### config.mk
export PLATFORM = sky130hd
export DESIGN_NAME = mult_div_unit_cu
export DESIGN_NICKNAME = d
export VERILOG_FILES = /design/src/rtl/mdu_pkg.sv /design/src/rtl/mdu_iter_counter.sv /design/src/rtl/mult_div_unit_cu.sv
export SDC_FILE = /design/constraint.sdc
export NUM_CORES = 1
export LEC_CHECK = 0
export CAP_MARGIN = 0
export CORE_MARGIN = 2
export CORE_UTILIZATION = 49
export CTS_CLUSTER_DIAMETER = 80
export DETAILED_ROUTE_END_ITERATION = 7
export GPL_TIMING_DRIVEN = 1
export PLACE_DENSITY = 0.84
export SLEW_MARGIN = 40
export SYNTH_ARGS = -nofsm -noshare
export SYNTH_HDL_FRONTEND = slang
export SYNTH_SLANG_ARGS = --single-unit
### constraint.sdc
create_clock -name clk -period 3.4 [get_ports clk]
set_input_delay 0.68 -clock clk [delete_from_list [all_inputs] [get_ports clk]]
set_output_delay 0.68 -clock clk [all_outputs]
set_load 0.05 [all_outputs]
### src/rtl/mdu_pkg.sv
// Shared types and opcode helpers for the multiply/divide sequencing control unit.
package mdu_pkg;

   typedef enum logic [2:0] {
      OP_MUL    = 3'b000,
      OP_MULH   = 3'b001,
      OP_MULHSU = 3'b010,
      OP_MULHU  = 3'b011,
      OP_DIV    = 3'b100,
      OP_DIVU   = 3'b101,
      OP_REM    = 3'b110,
      OP_REMU   = 3'b111
   } op_e;

   typedef enum logic [2:0] {
      S_IDLE,
      S_LOAD,
      S_ABS,
      S_MUL_ITER,
      S_DIV_ITER,
      S_DIV_FIX,
      S_SIGN_FIX,
      S_DONE
   } state_e;

   localparam logic [1:0] RES_LO   = 2'd0;
   localparam logic [1:0] RES_HI   = 2'd1;
   localparam logic [1:0] RES_QUOT = 2'd2;
   localparam logic [1:0] RES_REM  = 2'd3;

   function automatic logic is_div(input op_e op);
      return op[2];
   endfunction

   function automatic logic is_signed_div(input op_e op);
      return (op == OP_DIV) || (op == OP_REM);
   endfunction

   function automatic logic is_rem(input op_e op);
      return (op == OP_REM) || (op == OP_REMU);
   endfunction

   function automatic logic [1:0] res_sel(input op_e op);
      if (is_div(op)) return is_rem(op) ? RES_REM : RES_QUOT;
      return (op == OP_MUL) ? RES_LO : RES_HI;
   endfunction

endpackage

### src/rtl/mdu_iter_counter.sv
// Iteration counter: synchronous clear, count enable, saturates at a runtime terminal limit.
module mdu_iter_counter #(
   parameter int W = 6
) (
   input  logic         clk,
   input  logic         rst,
   input  logic         clear,
   input  logic         en,
   input  logic [W-1:0] limit,
   output logic         tc
);

   logic [W-1:0] cnt;

   assign tc = (cnt == limit);

   always_ff @(posedge clk) begin
      if (rst || clear) begin
         cnt <= '0;
      end else if (en && !tc) begin
         cnt <= cnt + W'(1);
      end
   end

endmodule

### src/rtl/mult_div_unit_cu.sv
// Sequencer for the Booth multiply / restoring divide datapath with start/busy/done handshake.
module mult_div_unit_cu
   import mdu_pkg::*;
#(
   parameter int parallelism = 32
) (
   input  logic       clk,
   input  logic       rst,
   input  logic       start,
   input  logic [2:0] opCode,
   input  logic [1:0] boothPair,
   input  logic       remNeg,
   input  logic       divZero,
   input  logic       lSign,
   input  logic       rSign,
   output logic       busy,
   output logic       done,
   output logic       opLoad,
   output logic       absEn,
   output logic       accAdd,
   output logic       accSub,
   output logic       shiftEn,
   output logic       quotBit,
   output logic       restoreEn,
   output logic       negQuot,
   output logic       negRem,
   output logic [1:0] resSel,
   output logic       zeroSel
);

   localparam int CW = $clog2(parallelism + 2);
   localparam logic [CW-1:0] LIM_MUL = CW'(parallelism);
   localparam logic [CW-1:0] LIM_DIV = CW'(parallelism - 1);

   state_e state;
   state_e nxt;
   op_e    op_q;
   logic   tc;

   mdu_iter_counter #(.W(CW)) u_cnt (
      .clk   (clk),
      .rst   (rst),
      .clear (state == S_LOAD),
      .en    ((state == S_MUL_ITER) || (state == S_DIV_ITER)),
      .limit (is_div(op_q) ? LIM_DIV : LIM_MUL),
      .tc    (tc)
   );

   always_comb begin
      nxt = state;
      case (state)
         S_IDLE:     if (start) nxt = S_LOAD;
         S_LOAD: begin
            if (!is_div(op_q))  nxt = S_MUL_ITER;
            else if (divZero)   nxt = S_DONE;
            else                nxt = S_ABS;
         end
         S_ABS:      nxt = S_DIV_ITER;
         S_MUL_ITER: if (tc) nxt = S_DONE;
         S_DIV_ITER: if (tc) nxt = S_DIV_FIX;
         S_DIV_FIX:  nxt = S_SIGN_FIX;
         S_SIGN_FIX: nxt = S_DONE;
         S_DONE:     nxt = S_IDLE;
         default:    nxt = S_IDLE;
      endcase
   end

   // State-only outputs are registered from the next state so they line up with it.
   always_ff @(posedge clk) begin
      if (rst) begin
         state   <= S_IDLE;
         op_q    <= OP_MUL;
         busy    <= 1'b0;
         done    <= 1'b0;
         opLoad  <= 1'b0;
         absEn   <= 1'b0;
         shiftEn <= 1'b0;
         negQuot <= 1'b0;
         negRem  <= 1'b0;
         resSel  <= RES_LO;
         zeroSel <= 1'b0;
      end else begin
         state <= nxt;
         if (state == S_IDLE && start) op_q <= op_e'(opCode);
         busy    <= (nxt != S_IDLE);
         done    <= (nxt == S_DONE);
         opLoad  <= (nxt == S_LOAD);
         absEn   <= (nxt == S_ABS) && is_signed_div(op_q);
         shiftEn <= (nxt == S_MUL_ITER) || (nxt == S_DIV_ITER);
         negQuot <= (nxt == S_SIGN_FIX) && (op_q == OP_DIV) && (lSign ^ rSign);
         negRem  <= (nxt == S_SIGN_FIX) && (op_q == OP_REM) && lSign;
         resSel  <= (nxt == S_DONE) ? res_sel(op_q) : RES_LO;
         zeroSel <= (state == S_LOAD) && (nxt == S_DONE);
      end
   end

   // Only these strobes follow the datapath status combinationally.
   assign accAdd    = (state == S_MUL_ITER) && (boothPair == 2'b01);
   assign accSub    = ((state == S_MUL_ITER) && (boothPair == 2'b10)) || (state == S_DIV_ITER);
   assign quotBit   = (state == S_DIV_ITER) && !remNeg;
   assign restoreEn = ((state == S_DIV_ITER) || (state == S_DIV_FIX)) && remNeg;

endmodule

## Yosys cells after proc, flatten, opt, wreduce, memory -nomap -nowiden

Cells that the tools add are included.

| word-level totals | value |
|---|---|
| flip-flop bits (word level) | 22 |
| input bits | 12 |
| output and inout bits | 14 |
| word-level logic and storage cells | 72 |

| cells by class | value |
|---|---|
| $add $sub $neg | 1 |
| equal/unequal tests | 19 |
| mux-type cells | 13 |
| bitwise gates (word level) | 2 |
| reduce and logical (&&, ||, !) cells | 25 |

Operators by type and width:

| operator | count |
|---|---|
| 3-bit == test, second input constant | 10 |
| 3-bit case mux with 8 select lines | 1 |
| 3-bit 2-to-1 mux | 5 |
| 3-bit by 2-bit == test with 1-bit output, second input constant | 4 |
| 1-bit logical AND | 12 |
| 1-bit logical OR | 7 |
| 6-bit by 1-bit adder with 6-bit output, second input constant | 1 |
| 3-bit by 1-bit == test with 1-bit output, second input constant | 2 |
| 6-bit == test | 1 |
| 3-bit zero test | 2 |
| 6-bit 2-to-1 mux | 1 |
| 1-bit 2-to-1 mux | 4 |
| 2-bit 2-to-1 mux | 2 |
| 3-bit nonzero test | 1 |
| 2-bit by 1-bit == test with 1-bit output, second input constant | 1 |
| 2-bit == test, second input constant | 1 |
| 1-bit zero test | 2 |
| 2-bit OR reduction | 1 |
| 1-bit inverter | 1 |
| 1-bit bitwise XOR | 1 |

## Depth between registers and ports, before layout

| logic depth | value |
|---|---|
| depth after elaboration | 7 |
| mapped depth | 6 |
| mapped depth without buffers | 5 |

## Cells and area by module

From an unflattened synthesis, not the netlist that was laid out.

| second synthesis, totals | value |
|---|---|
| cells, all modules | 122 |
| area total of the unflattened synthesis | 1,084.8 um^2 |

Modules (own cells, without submodules):

| module | times used | cells an instance | area each (um^2) | seq. area each (um^2) |
|---|---|---|---|---|
| mult_div_unit_cu | 1 | 81 | 735.7 | 320.3 |
| mdu_iter_counter | 1 | 41 | 349.1 | 120.1 |

## Worst setup path before layout

OpenSTA, ideal clock, no wires.

| path | value |
|---|---|
| path kind | input to output |
| from | in boothPair[0] |
| to | out accSub |
| arrival | 1.888 ns |
| required time | 2.720 ns |
| slack | 0.832 ns |
| stages | 2 |
| buffers on the path | 0 |
| cells stage by stage | nand2b_1 -> o21ai_0 |

| on the way | value |
|---|---|
| cells in the longest elaborated chain, start to end | 3 |

RTL lines:

| what | RTL line | RTL |
|---|---|---|
| start, declared | mult_div_unit_cu.sv:11 | `input logic [1:0] boothPair,` |
| 2-bit == test | mult_div_unit_cu.sv:99 | `assign accSub = ((state == S_MUL_ITER) && (boothPair == 2'b10)) \|\| (state == S_DIV_ITER);` |
| 1-bit logical AND | mult_div_unit_cu.sv:99 |  |
| 1-bit logical OR | mult_div_unit_cu.sv:99 |  |
| end, declared | mult_div_unit_cu.sv:21 | `output logic accSub,` |

Every way passes these cells.

## Final worst setup path

| path | value |
|---|---|
| from | reg state[2] |
| to | out accSub |

| on the way | value |
|---|---|
| cells in the longest elaborated chain, start to end | 3 |
| elaborated cells between the ends (all ways) | 4 |
| classes of those cells | eq/ne: 2; reduce/logical: 2 |

RTL lines:

| what | RTL line | RTL |
|---|---|---|
| start, declared | mult_div_unit_cu.sv:35 | `state_e state;` |
| start signal, assigned | mult_div_unit_cu.sv:83 | `state <= nxt;` |
| 3-bit by 2-bit == test with 1-bit output | mult_div_unit_cu.sv:99 |  |
| 1-bit logical AND | mult_div_unit_cu.sv:99 |  |
| 1-bit logical OR (*) | mult_div_unit_cu.sv:99 |  |

Mark *: on every way between the ends. The rest lies on a longest branch, timed or not.

==> results.yml <==
sta:
  slew_violations: 0
  fmax_mhz: 337
  rsz0062_at_grt: "no"
  fin_skew_ns: 0.00494
  worstMarginPinSlew_ns: 0.500
  fin_crit_ns: 2.97
  slew_headroom_pct: 66.6
  finalCritPeriodShare_pct: 87.2
  finalSetupViolations: 0
  finalHoldViolCount: 0
  setup_tns_ns: 0
floorplanning:
  die_x_um: 48.1
  core_region_area_um2: 1780
  rows: 15
  die_area_um2: 2310
  chipHeight_um: 48.1
  io_pins: 26
  start_util_pct: 53.4
drt:
  antenna_left: 0
  first_iter_violations: 42
  firstDrtPassIters: 4
  drc_errors: 0
  routed_via_density: 5.74
  wl_mm: 2.04
  vias: 919
  wl_per_cell_um: 12.8
outcome:
  status: "finished clean"
run:
  drv_cap: 0
placement:
  placed_cells: 156
  numPortBuffers: 25
  place_congestion: 0.746
  dp_hpwl_mm: 1.42
final_layout:
  syn_to_final_growth_pct: 33.5
  final_common_cell: "clkdlybuf4s50_1"
  final_cells: 160
  drive_gt1_share_pct: 5.19
  nets: 149
  mostFrequentLayoutCells: "25 x clkdlybuf4s50_1, 22 x dfxtp_1, 20 x nor2_1"
  insertedDiodeCount: 0
synthesis:
  synth_top_cells_by_area: "dfxtp_1 46%, nor2_1 7.9%, a21oi_1 4.2%"
  yosys.area.top_type_share_pct: 46.3
  synth_fp_nets: 123
  synth_largest_area_cell: "dfxtp_1"
  synth-edff-count: 0
  ys_seq_elements: 22
  ys.warnings.count: 0
  seq_area_frac_synth_pct: 46.3
  synth.avg_cell_area_um2: 8.66
  yosys_most_used_dff: "dfxtp_1"
  synthCells: 110
  async_flop_share_pct: 0
  synthDistinctLibCells: 34
  syn_area_um2: 952
min_path:
  worstHoldPathType: "reg2reg"
worst_setup_path:
  cp_max_fo: 15
  crit_type: "reg2out"
  crit_path_end_kind: "output pin"
  crit_path_start_kind: "flip-flop"
  cp.required_ns: 2.72
  worst-endpoint-arrival_ns: 2.29
cts:
  clk_latency_ns: 0.31
  path_clk_slew_ns: 0.12
  hold_buffers: 0
  cts_resized: 0
  cts_buffer_depth: 2
  numCtsBuffers: 3
  cts.sinks: 22
  ctsHtreeMaxLevel: 1
  cts_root_buf: "clkbuf_4"
  cts_tree: "built"
  post_cts_buffers: 0
power:
  power_density_nw_per_um2: 515
  leakagePower_uw: 0.000464
  ir_drop_v: 0.000355
global_routing:
  grt_util_all_layers_pct: 19.8
  grt_pass1_wl_mm: 3.13
  antenna_found_initial: 0
  grt_overflow_total: 0
  grt_max_degree: 16
  first_global_vias: 729
==> metal layers <==
metal / vias up / wire length, um / GRT usage (%)
li1: 444 / - / -
met1: 420 / 891 / 26.2
met2: 47 / 941 / 30.7
met3: 8 / 174 / 4.15
met4: 0 / 35 / 9.19
met5: - / 0 / 0
==> Yosys cell counts, types with 2 or more instances <==
master     n
a21oi_1    8
clkbuf_1   4
dfxtp_1   22
inv_1      2
mux2i_1    4
nand2_1    6
nand2b_1   3
nand3_1    2
nand3b_1   2
nand4_1    2
nor2_1    20
nor4_1     3
o21ai_0    6
or3_1      4
xnor2_1    2
xor2_1     2
==> layout make-up <==
cell class | count | area [um2]
inverters | 2 | 7.51
flip-flops and latches | 22 | 440
well taps | 25 | 31.3
repair buffers | 25 | 250
multi-input cells | 82 | 489
clock inverters | 1 | 30.0
clock buffers | 3 | 22.5
fillers | 136 | 512
==> final timing paths <==
check	from	endpoint	slack, ns	depth (start not counted)
min	op_q[1]$_SDFFE_PP0P_	negRem$_SDFF_PP0_	0.48	2
max	state[2]$_SDFF_PP0_	accSub	0.43	3
min reg2reg	op_q[1]$_SDFFE_PP0P_	negRem$_SDFF_PP0_	0.48	2
max reg2reg	state[2]$_SDFF_PP0_	u_cnt.cnt[4]$_SDFFE_PP0P_	1.47	5
==> state kept, by name, summed over array words and instances, names as in the netlist <==
register,cells
busy,1
shiftEn,1
zeroSel,1
state,3
negRem,1
opLoad,1
u_cnt.cnt,6
negQuot,1
op_q,3
done,1
resSel,2
absEn,1
==> kinds of logic (layout without fill, tap and decap cells) <==
| group | Yosys count | in the layout | synth area share, % |
|---|---|---|---|
| adder cells (fa/ha/maj) | 1 | 1 | 1.31 |
| AO/OA/AOI/OAI | 22 | 22 | 13.8 |
| multiplexers | 4 | 4 | 4.21 |
| buffers and inverters | 6 | 31 | 2.37 |
| AND/OR/NAND/NOR | 51 | 51 | 28.4 |
| flip-flops | 22 | 22 | 46.3 |
| XOR/XNOR | 4 | 4 | 3.68 |
==> metrics by stage <==
| stage | hold WS (ns) | utilization, % | cell area (um2) | worst slack (ns) | power [uW] |
|---|---|---|---|---|---|
| 2_1_floorplan | 0.436 | - | 952 | 0.832 | 411 |
| 3_3_place_gp | 0.450 | 68.4 | 1220 | 0.554 | 455 |
| 3_5_place_dp | 0.464 | 68.4 | 1220 | 0.538 | 458 |
| 4_1_cts | 0.482 | 71.3 | 1270 | 0.450 | 655 |
| 5_1_grt | 0.513 | 71.3 | 1270 | 0.333 | 687 |
| 6_report | 0.483 | 71.3 | 1270 | 0.434 | 655 |
==> worst max-delay path, cell delays in order, from the launching register on <==
cell and delay, ns:
dfxtp_1 0.61, or3b_4 0.46, o21ai_0 0.08, clkdlybuf4s50_1 0.82
==> report_power, final <==
group	switching, uW	internal, uW
clock network	80.7	119
registers	26.2	276
logic	87.6	65.5
total	194	460
Power figures use the tool's default switching activity.
